==> src/rtl/timer_dev.sv <==
// timer_dev: memory-mapped down-counting timer with one-shot / auto-reload
// modes and a maskable level interrupt request.
//
// Ports:
//   clk    - system clock, rising-edge active
//   reset  - asynchronous active-low reset
//   Addr   - word address [31:2] from the bridge; only Addr[3:2] decoded
//   WE     - write enable, already qualified by the bridge hit
//   Din    - write data (byte-masked by the bridge)
//   Dout   - combinational read data of the selected register
//   IRQ    - level interrupt request (pending & mask)
//
// Register map (Addr[3:2]):
//   00 CTRL   [0]=EN [2:1]=MODE (01 auto-reload, else one-shot) [3]=IM
//   01 PRESET read/write
//   10 COUNT  read-only
//   11 reserved, reads 0
module timer_dev #(
  parameter int unsigned CNT_W = 32
) (
  input  logic        clk,
  input  logic        reset,
  input  logic [31:2] Addr,
  input  logic        WE,
  input  logic [31:0] Din,
  output logic [31:0] Dout,
  output logic        IRQ
);

  localparam int unsigned CTRL_W = 4;
  localparam logic [1:0]  A_CTRL   = 2'b00;
  localparam logic [1:0]  A_PRESET = 2'b01;
  localparam logic [1:0]  A_COUNT  = 2'b10;
  localparam logic [1:0]  MODE_AR  = 2'b01;

  typedef enum logic [1:0] {
    S_IDLE = 2'b00,
    S_LOAD = 2'b01,
    S_CNT  = 2'b10,
    S_INT  = 2'b11
  } state_t;

  state_t             r_state;
  state_t             w_state_nxt;
  logic [CTRL_W-1:0]  r_ctrl;
  logic [CNT_W-1:0]   r_preset;
  logic [CNT_W-1:0]   r_count;
  logic [CNT_W-1:0]   w_count_nxt;
  logic               r_irq_pend;

  logic               w_we_ctrl;
  logic               w_we_preset;
  logic               w_en;
  logic               w_auto;
  logic               w_pend_set;
  logic               w_pend_clr;
  logic               w_en_clr;
  logic               w_unused;

  // Register-select decode for CPU writes
  assign w_we_ctrl   = WE && (Addr[3:2] == A_CTRL);
  assign w_we_preset = WE && (Addr[3:2] == A_PRESET);

  assign w_en   = r_ctrl[0];
  assign w_auto = (r_ctrl[2:1] == MODE_AR);

  // Upper address bits and spare data bits are intentionally ignored
  assign w_unused = ^{Addr[31:4], Din};

  // State register
  always_ff @(posedge clk or negedge reset) begin
    if (!reset) begin
      r_state <= S_IDLE;
    end else begin
      r_state <= w_state_nxt;
    end
  end

  // Next-state and datapath control
  always_comb begin
    w_state_nxt = r_state;
    w_count_nxt = r_count;
    w_pend_set  = 1'b0;
    w_pend_clr  = 1'b0;
    w_en_clr    = 1'b0;
    case (r_state)
      S_IDLE: begin
        if (w_en) begin
          w_state_nxt = S_LOAD;
        end
      end
      S_LOAD: begin
        // Reload always completes, even if EN was just dropped
        w_count_nxt = r_preset;
        w_state_nxt = S_CNT;
      end
      S_CNT: begin
        if (!w_en) begin
          w_state_nxt = S_IDLE;
        end else if (r_count > CNT_W'(1)) begin
          w_count_nxt = r_count - CNT_W'(1);
        end else begin
          // Covers COUNT==1 and COUNT==0; never wraps below zero
          w_count_nxt = '0;
          w_state_nxt = S_INT;
          w_pend_set  = 1'b1;
        end
      end
      S_INT: begin
        if (w_auto) begin
          w_state_nxt = S_LOAD;
          w_pend_clr  = 1'b1;
        end else begin
          w_en_clr    = 1'b1;
          w_state_nxt = S_IDLE;
        end
      end
      default: begin
        w_state_nxt = S_IDLE;
      end
    endcase
  end

  // CTRL: a CPU write overrides the FSM clearing EN at the same edge
  always_ff @(posedge clk or negedge reset) begin
    if (!reset) begin
      r_ctrl <= '0;
    end else if (w_we_ctrl) begin
      r_ctrl <= Din[CTRL_W-1:0];
    end else if (w_en_clr) begin
      r_ctrl[0] <= 1'b0;
    end
  end

  // PRESET: COUNT only picks up a new value at the next LOAD
  always_ff @(posedge clk or negedge reset) begin
    if (!reset) begin
      r_preset <= '0;
    end else if (w_we_preset) begin
      r_preset <= Din[CNT_W-1:0];
    end
  end

  // COUNT
  always_ff @(posedge clk or negedge reset) begin
    if (!reset) begin
      r_count <= '0;
    end else begin
      r_count <= w_count_nxt;
    end
  end

  // Interrupt pending: CPU write to CTRL/PRESET acknowledges and wins over a set
  always_ff @(posedge clk or negedge reset) begin
    if (!reset) begin
      r_irq_pend <= 1'b0;
    end else if (w_we_ctrl || w_we_preset) begin
      r_irq_pend <= 1'b0;
    end else if (w_pend_set) begin
      r_irq_pend <= 1'b1;
    end else if (w_pend_clr) begin
      r_irq_pend <= 1'b0;
    end
  end

  // Read mux, no side effects
  always_comb begin
    Dout = 32'h0;
    case (Addr[3:2])
      A_CTRL:   Dout = 32'(r_ctrl);
      A_PRESET: Dout = 32'(r_preset);
      A_COUNT:  Dout = 32'(r_count);
      default:  Dout = 32'h0;
    endcase
  end

  assign IRQ = r_irq_pend & r_ctrl[3];

endmodule

==> config.mk <==
export PLATFORM = sky130hd
export DESIGN_NAME = timer_dev
export DESIGN_NICKNAME = d
export VERILOG_FILES = /design/src/rtl/timer_dev.sv
export SDC_FILE = /design/constraint.sdc
export NUM_CORES = 1
export LEC_CHECK = 0
export CORE_MARGIN = 2
export CORE_UTILIZATION = 40
export CTS_CLUSTER_SIZE = 40
export DETAILED_ROUTE_END_ITERATION = 10
export PLACE_DENSITY = 0.78
export SYNTH_ARGS = -nofsm -noshare
export SYNTH_HDL_FRONTEND = slang
export SYNTH_SLANG_ARGS = --single-unit
==> constraint.sdc <==
create_clock -name clk -period 5.1 [get_ports clk]
set_input_delay 0.765 -clock clk [delete_from_list [all_inputs] [get_ports clk]]
set_output_delay 0.765 -clock clk [all_outputs]
set_load 0.05 [all_outputs]
Word-level counts from Yosys, hierarchy flattened
Index checks and enable logic that the tools add are counted.

Flip-flop bits (word level): 71. Input bits: 65.

Add/subtract/negate cells: 1. Order comparisons: 1. Equality and inequality tests: 9. Multiplexer cells: 21. Bitwise logic cells: 1. Reduce and logical (&&, ||, !) cells: 10.

Operators by type and width (number): one-hot mux 32 bit (3 select lines) (1); 2-to-1 mux 32 bit (2); one-hot mux 32 bit (2 select lines) (1); > comparator 32 x 1 -> 1 bit, second input constant (1); subtractor 32 x 1 -> 32 bit, second input constant (1); 2-to-1 mux 1 bit (13); one-hot mux 2 bit (4 select lines) (1); == test 2 x 1 -> 1 bit, second input constant (3); == test 2 bit, second input constant (3); 2-to-1 mux 2 bit (3); logical NOT 2 bit (2); inequality test 2 bit, second input constant (2); AND reduction 2 bit (2); nonzero test 2 bit (2); inequality test 3 bit, second input constant (1); nonzero test 3 bit (1); logical AND 1 bit (2); AND 1 bit (1); logical OR 1 bit (1).

Logic depth before layout (Yosys ltp)
Gate-level depths: netlist (run 1).

Depth after elaboration: 6. Depth in mapped cells: 9.

Worst setup path before layout (run 1)
No wires, ideal clock.

Path kind: input-to-output. Start point: input port Addr[3] (netlist name). End point: output port Dout[10]. Arrival time: 2270 ps. Data required time: 4335 ps. Slack: 2065 ps. Stages: 5. Buffers on the path: 2. Path through: clkbuf_1 > inv_1 > nor2_1 > clkbuf_1 > a22o_1.

Word-level cells in the longest chain between the ends: 2.

Ends and longest elaborated chain: start: declaration (line 23) `input logic [31:2] Addr,`; == test 2 bit (tied with other cells) (line 169) `case (Addr[3:2])`; one-hot mux 32 bit (3 select lines) (*) (line 169); end: declaration (line 26) `output logic [31:0] Dout,`.

Mark *: on every way between the ends. The rest lies on a longest branch, timed or not.

Final worst setup path (run 1)
Start point: input port Addr[3] (netlist name). End point: output port Dout[20].

The elaborated chain is that of the path after synthesis.

==> results.json, run 1 <==
{
  "status": "complete, no violations",
  "place.gp.congestion": 0.870,
  "wl_per_cell_um": 18.0,
  "root_buffer": "clkbuf_8",
  "relSlewSlack_pct": 31.9,
  "area_delta_synth_final_pct": 24.7,
  "ant_nets": 0,
  "htree_levels": 3,
  "p_leak_nw": 1.93,
  "post_cts_buffers": 0,
  "cts_buffers": 9,
  "ir_worst_vdd_mv": 0.217,
  "finalPower_mw": 2.52,
  "drt_first_pass_iters": 5,
  "antennaDiodeCount": 0,
  "synthFlopType": "dfrtp_1",
  "synth_seq_cells": 71,
  "yosysSeqAreaShare_pct": 44.8,
  "die_x_um": 104,
  "min_path_cells": 1,
  "grt_usage_pct": 20.7,
  "pwr-share-seq_pct": 40.6,
  "syn_inst": 392,
  "worstPathArrival_ns": 2.89,
  "reg2reg_from": "r_state[0]",
  "max_freq_ghz": 0.273,
  "die_h_um": 104,
  "swShare_pct": 44.8,
  "r2r-end": "r_count[12]",
  "startpoint": "Addr[3]",
  "synth_edf_count": 0,
  "grt_pass1_wl_um": 18000,
  "antenna_found_initial": 0,
  "fin_worst_skew_ns": 0.00882,
  "tns_ns": 0,
  "crit_end": "Dout[20]",
  "pwr-share-clk_pct": 16.5,
  "die_area_um2": 10700,
  "port_buffers": 69,
  "ctsResizeCount": 0,
  "dpl.hpwl_um": 7500,
  "drt-total-wl_um": 10700,
  "syn_area_per_cell_um2": 10.1,
  "syn-num-nets": 459,
  "p_int_mw": 1.39,
  "grt_overflow": 0,
  "worst_pin_slew_ns": 1.02,
  "clockBufferDepth": 2,
  "criticalPathCategory": "primary input to output pin",
  "clk_pin_slew_ns": 0.07,
  "dpl-instance-area_um2": 4770,
  "cts_tree": "built",
  "final_net_count": 521,
  "ioPinCount": 98,
  "maxSlewViolCount": 0,
  "period_needed_ns": 3.66,
  "drc": 0,
  "critPathCaptureType": "output pin",
  "hp-class": "register to register",
  "first_global_vias": 3476,
  "cts_hold_buf": 0,
  "rows": 36,
  "period_share_pct": 71.7,
  "drive_gt1_share_pct": 16.3,
  "async_reset_ff_share_pct": 100,
  "vias": 3496,
  "rsz0062_at_grt": "no",
  "grt_max_degree": 42,
  "core_um2": 9680,
  "drt_iter0_markers": 202,
  "final_area_um2": 4950,
  "worstSetupStartpointType": "primary input",
  "clkSinkCount": 71,
  "synth.cell_area_um2": 3970,
  "r2r_cells": 5,
  "cp.required_ns": 4.34,
  "setup-violations-final": 0,
  "ff2ff_setup_slack_ns": 2.07,
  "clk_latency_ns": 0.35,
  "finalHoldViolations": 0,
  "crit_fanout": 14,
  "vias_per_cell": 5.91,
  "switchingPower_mw": 1.13,
  "synth.distinct_cells": 53,
  "combPwrFrac_pct": 42.9,
  "powerDensity_nw_per_um2": 510,
  "ys_warn_count": 0,
  "hold_start": "r_preset[22]",
  "initial_core_util_pct": 41.0,
  "cap_violations": 0
}
[cell type report]
class	instances	area, um2
fillers	917	4730
multi-input cells	287	2050
flip-flops and latches	71	1780
repair buffers	77	746
well taps	133	166
clock buffers	11	151
clock inverters	5	32.5
inverters	8	30.0
[how the worst min path moves through the flow]
stage	endpoint	slack, ns
after global placement	r_ctrl[3]	0.51
final	r_count[22]	0.53
after floorplan	r_count[0]	0.47
after detailed placement	r_preset[8]	0.52
after global routing	r_ctrl[3]	0.55
after CTS	r_count[22]	0.53
[through the flow]
stage,setup WS [ns],instances,hold slack (ns),util [%]
4_1_cts,1.43,592,0.533,51.1
2_1_floorplan,2.06,392,0.466,-
3_5_place_dp,1.43,576,0.518,49.2
3_3_place_gp,1.42,576,0.505,49.2
6_report,1.44,592,0.533,51.1
5_1_grt,1.31,592,0.550,51.1
[cell families after synthesis]
logic type      Yosys count  share of synthesized area, %
simple gates            131                          18.4
mux                      39                          10.9
flops                    71                          44.8
compound gates          115                          21.4
fa+ha+maj                 2                         0.630
buf+inv                  34                          3.81
[synth_stat cells (7+ instances only)]
cell type,instances,area [um2]
a21oi_1,15,75.1
o21ai_0,15,75.1
nor4_1,8,50.1
a22oi_1,15,113
a22o_1,28,245
mux2_2,35,394
nand2_1,30,113
nand3_1,25,125
nor2_1,15,56.3
clkbuf_1,19,71.3
nor3_1,11,55.1
inv_1,7,26.3
dfrtp_1,71,1780
[placed cells by master, fill, tap and decap left out, types with 5 or more instances in the layout]
master / instances
dfrtp_1: 71
clkbuf_8: 11
a21oi_1: 15
nor4_1: 8
clkdlybuf4s50_1: 68
a221o_1: 5
o21ai_0: 15
a22o_1: 28
o211ai_1: 6
mux2_2: 35
nand2_1: 30
nor2_1: 13
a22oi_1: 15
o311ai_0: 6
and3_1: 5
nand3_1: 25
o31ai_1: 5
inv_1: 7
nor3_1: 11
buf_4: 8
[flip-flops by register name (all words and copies together) (netlist names)]
name	count
r_count	32
r_ctrl	4
r_irq_pend	1
r_preset	32
r_state	2
[power groups by stage]
stage	sequential [mW]	clock [mW]	combinational [mW]
2_1_floorplan	0.909	0	0.854
6_report	1.02	0.417	1.08
4_1_cts	1.02	0.427	1.08
3_3_place_gp	1.01	0	1.05
3_5_place_dp	1.03	0	1.08
5_1_grt	1.06	0.453	1.18
[critical path: stages]
cell and delay, ns:
clkdlybuf4s50_1 0.68, inv_1 0.12, nor2_2 0.11, buf_4 0.23
a22o_1 0.18, clkdlybuf4s50_1 0.81
[metal layers]
| layer | global-route usage [%] | part of all wire [%] |
|---|---|---|
| met4 | 5.31 | 1.2 |
| met5 | 0 | 0 |
| met2 | 34.8 | 49 |
| met3 | 4.72 | 6.5 |
| met1 | 27.2 | 43 |
Note: power is estimated with default switching activity, not from simulation.
==> run 2, diff against run 1 <==
--- a/config.mk
+++ b/config.mk
@@ -9,7 +9,7 @@
 export CORE_UTILIZATION = 40
 export CTS_CLUSTER_SIZE = 40
 export DETAILED_ROUTE_END_ITERATION = 10
-export PLACE_DENSITY = 0.78
+export PLACE_DENSITY = 0.81
 export SYNTH_ARGS = -nofsm -noshare
 export SYNTH_HDL_FRONTEND = slang
 export SYNTH_SLANG_ARGS = --single-unit
==> constraint.sdc (replaced) <==
create_clock -name clk -period 3.3 [get_ports clk]
set_input_delay 0.495 -clock clk [delete_from_list [all_inputs] [get_ports clk]]
set_output_delay 0.495 -clock clk [all_outputs]
set_load 0.05 [all_outputs]
==> run 2 against run 1 <==
  * Sequential share of layout area fell by 2.4 points
  * Die area unchanged
  * Clock skew decreased by 0.00095 ns
  * Final cell count up 0.51%
  * Worst setup slack worse by 0.92 ns
  * Sequential power increased by 55%
  * Routed wire length rose by 3.9%
  * Critical path type is now register to register
  * Largest cell class unchanged
==> results.json, run 2 (synthesized netlist as in run 1, its figures left out) <==
{
  "critPathCaptureType": "register",
  "final_common_cell": "dfrtp_1",
  "die_h_um": 104,
  "worst_pin_slew_ns": 0.877,
  "maxSlewViolCount": 0,
  "die_x_um": 104,
  "root_buffer": "clkbuf_8",
  "period_share_pct": 84.2,
  "setup-violations-final": 0,
  "antennaDiodeCount": 0,
  "critPathSlowestCell": "nor3_1",
  "cap_violations": 0,
  "clkSinkCount": 71,
  "critPathTopFamily": "simple AND/OR/NAND/NOR gates",
  "final_net_count": 526,
  "powerDensity_nw_per_um2": 780,
  "tns_ns": 0,
  "drt-total-wl_um": 11100,
  "grt_overflow": 0,
  "die_area_um2": 10700,
  "ir_worst_vdd_mv": 0.326,
  "ctsResizeCount": 0,
  "drive_gt1_share_pct": 23.4,
  "cp_common_cell": "nand3_1",
  "pwr-share-seq_pct": 38.2,
  "period_needed_ns": 2.78,
  "fillers": 838,
  "top_regs": "r_count (32), r_preset (32), r_ctrl (4)",
  "relSlewSlack_pct": 41.6,
  "final_area_um2": 5300,
  "clockBufferDepth": 2,
  "post_cts_buffers": 0,
  "swShare_pct": 43.5,
  "pwr-share-clk_pct": 15.0,
  "ant_nets": 0,
  "post-place-ws_ns": 0.584,
  "drc": 0,
  "antenna_found_initial": 0,
  "max_freq_ghz": 0.360,
  "mostFrequentLayoutCells": "dfrtp_1, clkdlybuf4s50_1, mux2_2",
  "cts_hold_buf": 0,
  "worstPathArrival_ns": 3.00,
  "fin_cells": 595,
  "hp-class": "primary input to asynchronous set/reset pin",
  "drt_iter0_markers": 207,
  "status": "complete, no violations",
  "dp.cells": 581,
  "wl_per_cell_um": 18.7,
  "crit_fanout": 6,
  "cp.required_ns": 3.53,
  "criticalPathCategory": "register to register",
  "finalWorstSetupSlack_ns": 0.522,
  "dpl.hpwl_um": 7910,
  "core_um2": 9680,
  "cts_buffers": 9,
  "initial_core_util_pct": 41.0,
  "ioPinCount": 98,
  "cts_tree": "built",
  "first_global_vias": 3637,
  "switchingPower_mw": 1.80,
  "grt_usage_pct": 21.4,
  "holdWs_ns": 0.244,
  "htree_levels": 3,
  "ff2ff_setup_slack_ns": 0.52,
  "drt_first_pass_iters": 5,
  "grt_max_degree": 39,
  "vias_per_cell": 6.09,
  "p_leak_nw": 2.12,
  "finalHoldViolations": 0,
  "vias": 3626,
  "cpPeakStageDelay_ns": 0.71,
  "rows": 36,
  "dpl-instance-area_um2": 5140,
  "clk_latency_ns": 0.35,
  "port_buffers": 69,
  "fin_worst_skew_ns": 0.00787,
  "path_buf_inv": 0,
  "path_cells": "nor4_1 > nand3_1 > nor3_1 > nand2_1 > o311ai_0 > nand3_1",
  "worstSetupStartpointType": "register",
  "reg2reg_from": "r_count[16]",
  "combPwrFrac_pct": 46.8,
  "grt_pass1_wl_um": 18700,
  "place.gp.congestion": 0.918,
  "clk_pin_slew_ns": 0.07,
  "r2r_cells": 6,
  "area_delta_synth_final_pct": 33.6,
  "r2r-end": "r_count[29]",
  "rsz0062_at_grt": "no",
  "p_int_mw": 2.34
}
[run 2: changes by cell type in the layout (fill, tap and decap cells not counted), sizes merged]
cell | before | now
buf | 9 | 46
clkinv | 3 | 2
clkinvlp | 3 | 0
clkbuf | 11 | 13
clkdlybuf4s50 | 68 | 36
[run 2: metal layers]
layer | vias to the layer above | GRT usage (%) | part of all wire [%]
li1 | 1650 | - | -
met1 | 1807 | 27.0 | 42
met2 | 151 | 36.2 | 50
met3 | 18 | 4.91 | 6.4
met4 | 0 | 7.14 | 1.5
met5 | - | 0 | 0
[run 2: power by group through the flow]
stage / clock network [mW] / logic (mW) / registers (mW)
after floorplan: 0 / 1.32 / 1.40
after global placement: 0 / 1.87 / 1.56
after detailed placement: 0 / 1.92 / 1.58
after CTS: 0.633 / 1.93 / 1.57
after global routing: 0.668 / 2.08 / 1.63
final: 0.620 / 1.94 / 1.58
[run 2: how the worst max path moves through the flow]
stage / depth (start not counted) / endpoint / slack [ns] / from
after global placement: 7 / r_count[5] / 0.63 / r_count[5]
after CTS: 6 / r_count[29] / 0.55 / r_count[16]
after floorplan: 5 / Dout[10] / 0.80 / Addr[3]
after detailed placement: 6 / r_count[29] / 0.58 / r_count[17]
final: 6 / r_count[29] / 0.52 / r_count[16]
after global routing: 6 / r_count[29] / 0.35 / r_count[5]
[run 2: stage by stage]
| stage | power (mW) | util (%) |
|---|---|---|
| after floorplan | 2.72 | - |
| after global placement | 3.43 | 53.0 |
| after detailed placement | 3.50 | 53.0 |
| after CTS | 4.14 | 54.7 |
| after global routing | 4.38 | 54.7 |
| final | 4.13 | 54.7 |
[run 2: area by class of cell]
class | count | area (um2) | share of cell area (%)
clock buffer | 13 | 159 | 3.00
sequential | 71 | 1780 | 33.5
multi-input combinational | 287 | 2050 | 38.6
tap | 133 | 166 | 3.14
clock inverter | 1 | 5.00 | 0.0944
inverter | 8 | 30.0 | 0.566
timing repair buffer | 82 | 1120 | 21.1
[run 2: worst register-to-register path, stage by stage, from the launching register on]
cell,delay (ns)
dfrtp_1,0.44
nor4_1,0.50
nand3_1,0.37
nor3_1,0.71
nand2_1,0.17
o311ai_0,0.33
nand3_1,0.12
